**src/rtl/port_bridge_pkg.sv**
```systemverilog
// Shared constants for the CPU port bridge: port word width and default FIFO depth.
package port_bridge_pkg;
  localparam int PORT_W     = 16;
  localparam int FIFO_DEPTH = 4;

  typedef logic [PORT_W-1:0] port_word_t;
endpackage

```
**src/rtl/sync_fifo.sv**
```systemverilog
// Single-clock FIFO with registered storage and combinational head read.
// PUSH_ON_FULL_POP lets a push land on a full FIFO when a pop frees a slot in the same cycle.
module sync_fifo #(
  parameter int WIDTH            = 16,
  parameter int DEPTH            = 4,
  parameter bit PUSH_ON_FULL_POP = 1'b0
) (
  input  logic                   clk,
  input  logic                   rst,
  input  logic                   push,
  input  logic                   pop,
  input  logic [WIDTH-1:0]       wdata,
  output logic [WIDTH-1:0]       rdata,
  output logic [$clog2(DEPTH):0] count,
  output logic                   full,
  output logic                   empty
);
  localparam int            AW      = $clog2(DEPTH);
  localparam logic [AW:0]   DEPTH_C = (AW+1)'(DEPTH);

  logic [WIDTH-1:0] r_mem [DEPTH];
  logic [AW-1:0]    r_rd_ptr;
  logic [AW-1:0]    r_wr_ptr;
  logic [AW:0]      r_count;
  logic             w_do_push;
  logic             w_do_pop;

  assign full      = (r_count == DEPTH_C);
  assign empty     = (r_count == '0);
  assign count     = r_count;
  assign rdata     = r_mem[r_rd_ptr];
  assign w_do_pop  = pop && !empty;
  assign w_do_push = push && (!full || (PUSH_ON_FULL_POP && w_do_pop));

  always_ff @(posedge clk) begin
    if (w_do_push) begin
      r_mem[r_wr_ptr] <= wdata;
    end
  end

  // Pointers wrap naturally because DEPTH is a power of two.
  always_ff @(posedge clk) begin
    if (!rst) begin
      r_rd_ptr <= '0;
      r_wr_ptr <= '0;
      r_count  <= '0;
    end else begin
      if (w_do_push) begin
        r_wr_ptr <= r_wr_ptr + 1'b1;
      end
      if (w_do_pop) begin
        r_rd_ptr <= r_rd_ptr + 1'b1;
      end
      case ({w_do_push, w_do_pop})
        2'b10:   r_count <= r_count + 1'b1;
        2'b01:   r_count <= r_count - 1'b1;
        default: r_count <= r_count;
      endcase
    end
  end
endmodule

```
**src/rtl/port_bridge.sv**
```systemverilog
// Device-side endpoint of the CPU I/O ports: input FIFO feeding in_port, output FIFO
// capturing OUT write-backs, plus sticky overflow/underflow flags.
module port_bridge
  import port_bridge_pkg::*;
#(
  parameter int WIDTH = PORT_W,
  parameter int DEPTH = FIFO_DEPTH
) (
  input  logic             clk,
  input  logic             rst,
  input  logic [WIDTH-1:0] s_data,
  input  logic             s_valid,
  output logic             s_ready,
  output logic [WIDTH-1:0] in_port,
  input  logic             in_ack,
  output logic             in_empty,
  input  logic [WIDTH-1:0] out_port,
  input  logic             out_strobe,
  output logic [WIDTH-1:0] m_data,
  output logic             m_valid,
  input  logic             m_ready,
  output logic             ovf,
  output logic             udf,
  input  logic             clr_err
);
  localparam int CW = $clog2(DEPTH) + 1;

  logic [WIDTH-1:0] w_in_rdata;
  logic [CW-1:0]    w_in_count;
  logic             w_in_full;
  logic             w_in_empty;
  logic             w_in_push;
  logic             w_in_pop;
  logic [WIDTH-1:0] w_out_rdata;
  logic [CW-1:0]    w_out_count;
  logic             w_out_full;
  logic             w_out_empty;
  logic             w_out_pop;
  logic             w_ovf_evt;
  logic             w_udf_evt;
  logic             r_ovf;
  logic             r_udf;

  // Input side: no push-through on full, so s_ready ignores in_ack.
  assign s_ready   = rst && !w_in_full;
  assign w_in_push = s_valid && s_ready;
  assign w_in_pop  = rst && in_ack && !w_in_empty;
  assign in_empty  = !rst || w_in_empty;
  assign in_port   = (rst && !w_in_empty) ? w_in_rdata : '0;
  assign w_udf_evt = rst && in_ack && (w_in_count == '0);

  sync_fifo #(
    .WIDTH            (WIDTH),
    .DEPTH            (DEPTH),
    .PUSH_ON_FULL_POP (1'b0)
  ) u_in_fifo (
    .clk   (clk),
    .rst   (rst),
    .push  (w_in_push),
    .pop   (w_in_pop),
    .wdata (s_data),
    .rdata (w_in_rdata),
    .count (w_in_count),
    .full  (w_in_full),
    .empty (w_in_empty)
  );

  // Output side: the CPU is never stalled; a strobe on a full FIFO only drops if no pop frees a slot.
  assign m_valid   = rst && (w_out_count != '0);
  assign m_data    = (rst && !w_out_empty) ? w_out_rdata : '0;
  assign w_out_pop = m_valid && m_ready;
  assign w_ovf_evt = rst && out_strobe && w_out_full && !m_ready;

  sync_fifo #(
    .WIDTH            (WIDTH),
    .DEPTH            (DEPTH),
    .PUSH_ON_FULL_POP (1'b1)
  ) u_out_fifo (
    .clk   (clk),
    .rst   (rst),
    .push  (out_strobe),
    .pop   (w_out_pop),
    .wdata (out_port),
    .rdata (w_out_rdata),
    .count (w_out_count),
    .full  (w_out_full),
    .empty (w_out_empty)
  );

  // Sticky error flags; a fresh event outranks clr_err in the same cycle.
  always_ff @(posedge clk) begin
    if (!rst) begin
      r_ovf <= 1'b0;
      r_udf <= 1'b0;
    end else begin
      if (w_ovf_evt) begin
        r_ovf <= 1'b1;
      end else if (clr_err) begin
        r_ovf <= 1'b0;
      end else begin
        r_ovf <= r_ovf;
      end
      if (w_udf_evt) begin
        r_udf <= 1'b1;
      end else if (clr_err) begin
        r_udf <= 1'b0;
      end else begin
        r_udf <= r_udf;
      end
    end
  end

  assign ovf = r_ovf;
  assign udf = r_udf;
endmodule

```
**config.mk**
```make
export PLATFORM = sky130hd
export DESIGN_NAME = port_bridge
export DESIGN_NICKNAME = d
export VERILOG_FILES = /design/src/rtl/port_bridge_pkg.sv /design/src/rtl/sync_fifo.sv /design/src/rtl/port_bridge.sv
export SDC_FILE = /design/constraint.sdc
export NUM_CORES = 1
export LEC_CHECK = 0
export CELL_PAD_IN_SITES_DETAIL_PLACEMENT = 2
export CELL_PAD_IN_SITES_GLOBAL_PLACEMENT = 2
export CORE_AREA = 2 2 136 152
export CTS_CLUSTER_DIAMETER = 120
export DETAILED_ROUTE_END_ITERATION = 8
export DIE_AREA = 0 0 138 154
export PLACE_DENSITY = 0.6
export SYNTH_ARGS = -nofsm -noshare
export SYNTH_HDL_FRONTEND = slang
export SYNTH_SLANG_ARGS = --single-unit
```
**constraint.sdc**
```tcl
create_clock -name clk -period 6.2 [get_ports clk]
set_input_delay 1.55 -clock clk [delete_from_list [all_inputs] [get_ports clk]]
set_output_delay 1.55 -clock clk [all_outputs]
set_load 0.01 [all_outputs]
```
==> metrics.log <==
INFO  metric run_status = finished clean
INFO  metric cts_tree = yes
INFO  metric area_growth = 26.7%
INFO  metric wl_met1 = 5.43 mm
INFO  metric powerDensity = 344 nW/um^2
INFO  metric setup_viol_count_final = 0
INFO  metric grt_overflow_total = 0
INFO  metric detail_route.wl_per_cell = between 15 and 20 um
INFO  metric post_synth_num_cell_types = 34
INFO  metric synth-main-ff-cell = sky130_fd_sc_hd__edfxtp_1
INFO  metric layout.nets = around 460
INFO  metric cts_max_path_buffers = 2
INFO  metric synth-seq-cells = approximately 150
INFO  metric postCtsSetupRepairBufs = 0
INFO  metric die_width = around 140 um
INFO  metric initial_drt_markers = 110
INFO  metric synth-async-reset-ratio = 0%
INFO  metric grt_antenna_before_repair = 0
INFO  metric post_route_cells_drive_above_1_share = 13.9%
INFO  metric critPathMaxStageDelay = 0.55 ns
INFO  metric global_route.usage.total = roughly 12%
INFO  metric met3WireLength = 482 um
INFO  metric timing.fmax = 205 MHz
INFO  metric final-max-slew-violation-count = 0
INFO  metric timing.critical_path.required = ~4.7 ns
INFO  metric drc_violations_left = 0
INFO  metric cts_buffers = 17
INFO  metric crit_fanout = 24
INFO  metric yosys_warnings = 0
INFO  metric power = 2630 uW
INFO  metric global_route_wire_length_before_repair = ~20 mm
INFO  metric half_perimeter_wire_length_after_placement = between 7 and 8 mm
INFO  metric avgSynthCellArea = 18.8 sq um
INFO  metric crit_top_cell = sky130_fd_sc_hd__clkdlybuf4s50_1
INFO  metric worst_vdd_drop = 0.000191 V
INFO  metric critical-path-top-delay-family = buffers and inverters
INFO  metric worstPathCellList = clkdlybuf4s50_1 -> buf_4 -> o31ai_4 -> nor2b_1 -> clkdlybuf4s50_1
INFO  metric worst_slack = about 1.3 ns
INFO  metric design.core.area = 19600 sq um
INFO  metric met2RoutedLength = about 6.3 mm
INFO  metric end_kind = primary output
INFO  metric total_negative_slack = 0 ns
INFO  metric post-route-min-period = approximately 5 ns
INFO  metric synth.net_count = approximately 370
INFO  metric clock_latency_reported_for_the_late_side_of_the_worst_skew_pair = 0.43 ns
INFO  metric tightestPinTransition = 1.11 ns
INFO  metric timing.hold.worst.class = reg -> reg
INFO  metric cell_with_the_largest_stage_delay_on_the_worst_path = sky130_fd_sc_hd__clkdlybuf4s50_1
INFO  metric syn_inst = 320
INFO  metric cp.arrival = between 3 and 4 ns
INFO  metric layout_commonest_cell = sky130_fd_sc_hd__edfxtp_1
INFO  metric num_antenna_cells = 0
INFO  metric synth.top_cells.by_area = sky130_fd_sc_hd__edfxtp_1 64%, sky130_fd_sc_hd__mux4_2 7.5%, sky130_fd_sc_hd__dfxtp_1 6.6%, sky130_fd_sc_hd__mux4_1 5.2%, sky130_fd_sc_hd__nor2b_1 2.8%
INFO  metric std_cell_rows = 54
INFO  metric floorplan.die.height = roughly 150 um
INFO  metric route.antenna.remaining_nets = 0
INFO  metric maxSlewHeadroom = 25.7%
INFO  metric critical_path.n_buffers_inverters = 3
INFO  metric quantity_of_i_o_buffers_inserted_on_ports = 75
INFO  metric total_vias_in_the_final_route = slightly above 3000
INFO  metric top_level_i_o_count = 76
INFO  metric h-tree-depth = 4
INFO  metric post-route-period-util = 78.7%
INFO  metric route.final.wire_length = around 12 mm
INFO  metric worst_setup_path_start_kind = input port
INFO  metric cts.hold.buffers_added = 0
INFO  metric floorplan.initialDensity = between 30% and 40%
INFO  metric synth_edf_count = between 100 and 150
INFO  metric hold_violations_final = 0
INFO  metric vias_in_the_first_global_route = 3452
INFO  metric synth_largest_type_area_fraction = a little under two thirds
INFO  metric syn-cell-area = 6030 sq um
INFO  metric clock_tree.root_cell = sky130_fd_sc_hd__clkbuf_16
INFO  metric synth_seq_area_share = about 70%
INFO  metric cts_resized = 0
INFO  metric final_cell_mix = 128 x sky130_fd_sc_hd__edfxtp_1, 75 x sky130_fd_sc_hd__clkdlybuf4s50_1, 27 x sky130_fd_sc_hd__nor2b_1
INFO  metric static-leakage-power = 0.00253 uW
INFO  metric clkSlewWorstSetupHoldPaths = 0.06 ns
INFO  metric rsz_0062_raised_after_global_routing = no
INFO  metric avgViaCountPerCell = between 4 and 5
INFO  metric dieArea = between 20000 and 25000 sq um
INFO  metric highest-signal-layer = met4
INFO  metric post-place-ws = 1.26 ns
INFO  metric number_of_iterations_in_the_first_detailed_routing_pass = 4
INFO  metric grt_max_degree = 25
INFO  metric critical_path_class = in -> out
INFO  metric routabilityCongestion = 0.677
INFO  metric drv_cap = 0
INFO  metric clock-skew-final = a little under 0.009 ns
INFO  metric synth_area_leader_cell = sky130_fd_sc_hd__edfxtp_1
INFO  metric clkSinkCount = about 150
INFO  metric final_cell_area = about 7600 sq um
INFO  metric dpl_cell_area = around 7000 sq um
logic make-up after synthesis:
family | count (synthesis) | synth area share [%]
compound gates | 16 | 1.99
xor+xnor | 6 | 0.872
fa+ha+maj | 12 | 2.74
buf+inv | 28 | 2.72
flops | 148 | 70.4
mux | 39 | 13.9
simple gates | 71 | 7.43
synth_stat cells, types with 2 or more instances:
master and number:
sky130_fd_sc_hd__and2_1 15, sky130_fd_sc_hd__a21oi_1 3, sky130_fd_sc_hd__nor2b_4 4, sky130_fd_sc_hd__ha_1 10
sky130_fd_sc_hd__nor2_1 2, sky130_fd_sc_hd__a21boi_0 4, sky130_fd_sc_hd__mux2i_1 7, sky130_fd_sc_hd__xnor2_1 4
sky130_fd_sc_hd__or3_1 2, sky130_fd_sc_hd__mux4_2 20, sky130_fd_sc_hd__mux4_1 12, sky130_fd_sc_hd__edfxtp_1 128
sky130_fd_sc_hd__buf_6 2, sky130_fd_sc_hd__inv_1 15, sky130_fd_sc_hd__buf_12 2, sky130_fd_sc_hd__nor2b_1 27
sky130_fd_sc_hd__nand2_1 12, sky130_fd_sc_hd__and2b_1 6, sky130_fd_sc_hd__dfxtp_1 20, sky130_fd_sc_hd__buf_2 5
sky130_fd_sc_hd__xor2_1 2, sky130_fd_sc_hd__clkbuf_1 2, sky130_fd_sc_hd__fa_1 2, sky130_fd_sc_hd__o21ai_0 4
worst register-to-register path, cell delays in order (launching register included):
cell                       delay [ns]
sky130_fd_sc_hd__dfxtp_1         0.46
sky130_fd_sc_hd__nor3_1          0.10
sky130_fd_sc_hd__nand2b_1        0.37
sky130_fd_sc_hd__nor2_1          0.21
sky130_fd_sc_hd__ha_1            0.20
sky130_fd_sc_hd__inv_1           0.06
sky130_fd_sc_hd__fa_1            0.37
sky130_fd_sc_hd__xor2_1          0.16
sky130_fd_sc_hd__or3_1           0.29
sky130_fd_sc_hd__a21boi_0        0.15
power breakdown:
part | internal (uW) | switching [uW] | leakage, uW | total (uW)
Sequential | 1140 | 48.4 | 0.00133 | 1190
Combinational | 197 | 147 | 0.000892 | 344
Clock | 681 | 412 | 0.000304 | 1090
Total | 2020 | 608 | 0.00253 | 2630
registers in the layout (all words and copies together) (netlist names), named ones only:
register,count
ovf,1
u_out_fifo.r_rd_ptr,2
u_in_fifo.r_mem,64
udf,1
u_in_fifo.count,3
u_out_fifo.count,3
u_out_fifo.r_mem,64
u_in_fifo.r_wr_ptr,2
u_in_fifo.r_rd_ptr,2
u_out_fifo.r_wr_ptr,2
final timing paths:
check / start / to / slack (ns) / cells after the start
max: rst / m_data[11] / 1.32 / 5
min: u_out_fifo.r_rd_ptr[1] / u_out_fifo.r_rd_ptr[1] / 0.46 / 1
max reg2reg: u_in_fifo.count[0] / u_in_fifo.count[2] / 3.77 / 9
min reg2reg: u_out_fifo.r_rd_ptr[1] / u_out_fifo.r_rd_ptr[1] / 0.46 / 1
cell type report:
type,count,area (sq um)
multi-input combinational,144,1620
clock inverter,13,196
timing repair buffer,78,773
fill,1903,12000
sequential,148,4240
clock buffer,19,433
tap,252,315
inverter,15,56.3
stage by stage:
| step | instances | hold WS [ns] | utilization [%] |
|---|---|---|---|
| floorplan | 320 | 0.427 | - |
| global placement | 637 | 0.451 | 35.8 |
| detailed placement | 637 | 0.454 | 35.8 |
| CTS | 669 | 0.461 | 39.0 |
| global route | 669 | 0.492 | 39.0 |
| finish | 669 | 0.460 | 39.0 |
metal layers:
metal	vias to the layer above	global-route usage [%]
met4	0	4.23
met1	1557	14.6
li1	1398	-
met2	68	21.1
met3	16	3.80
met5	-	0
Power figures use the tool's default switching activity.
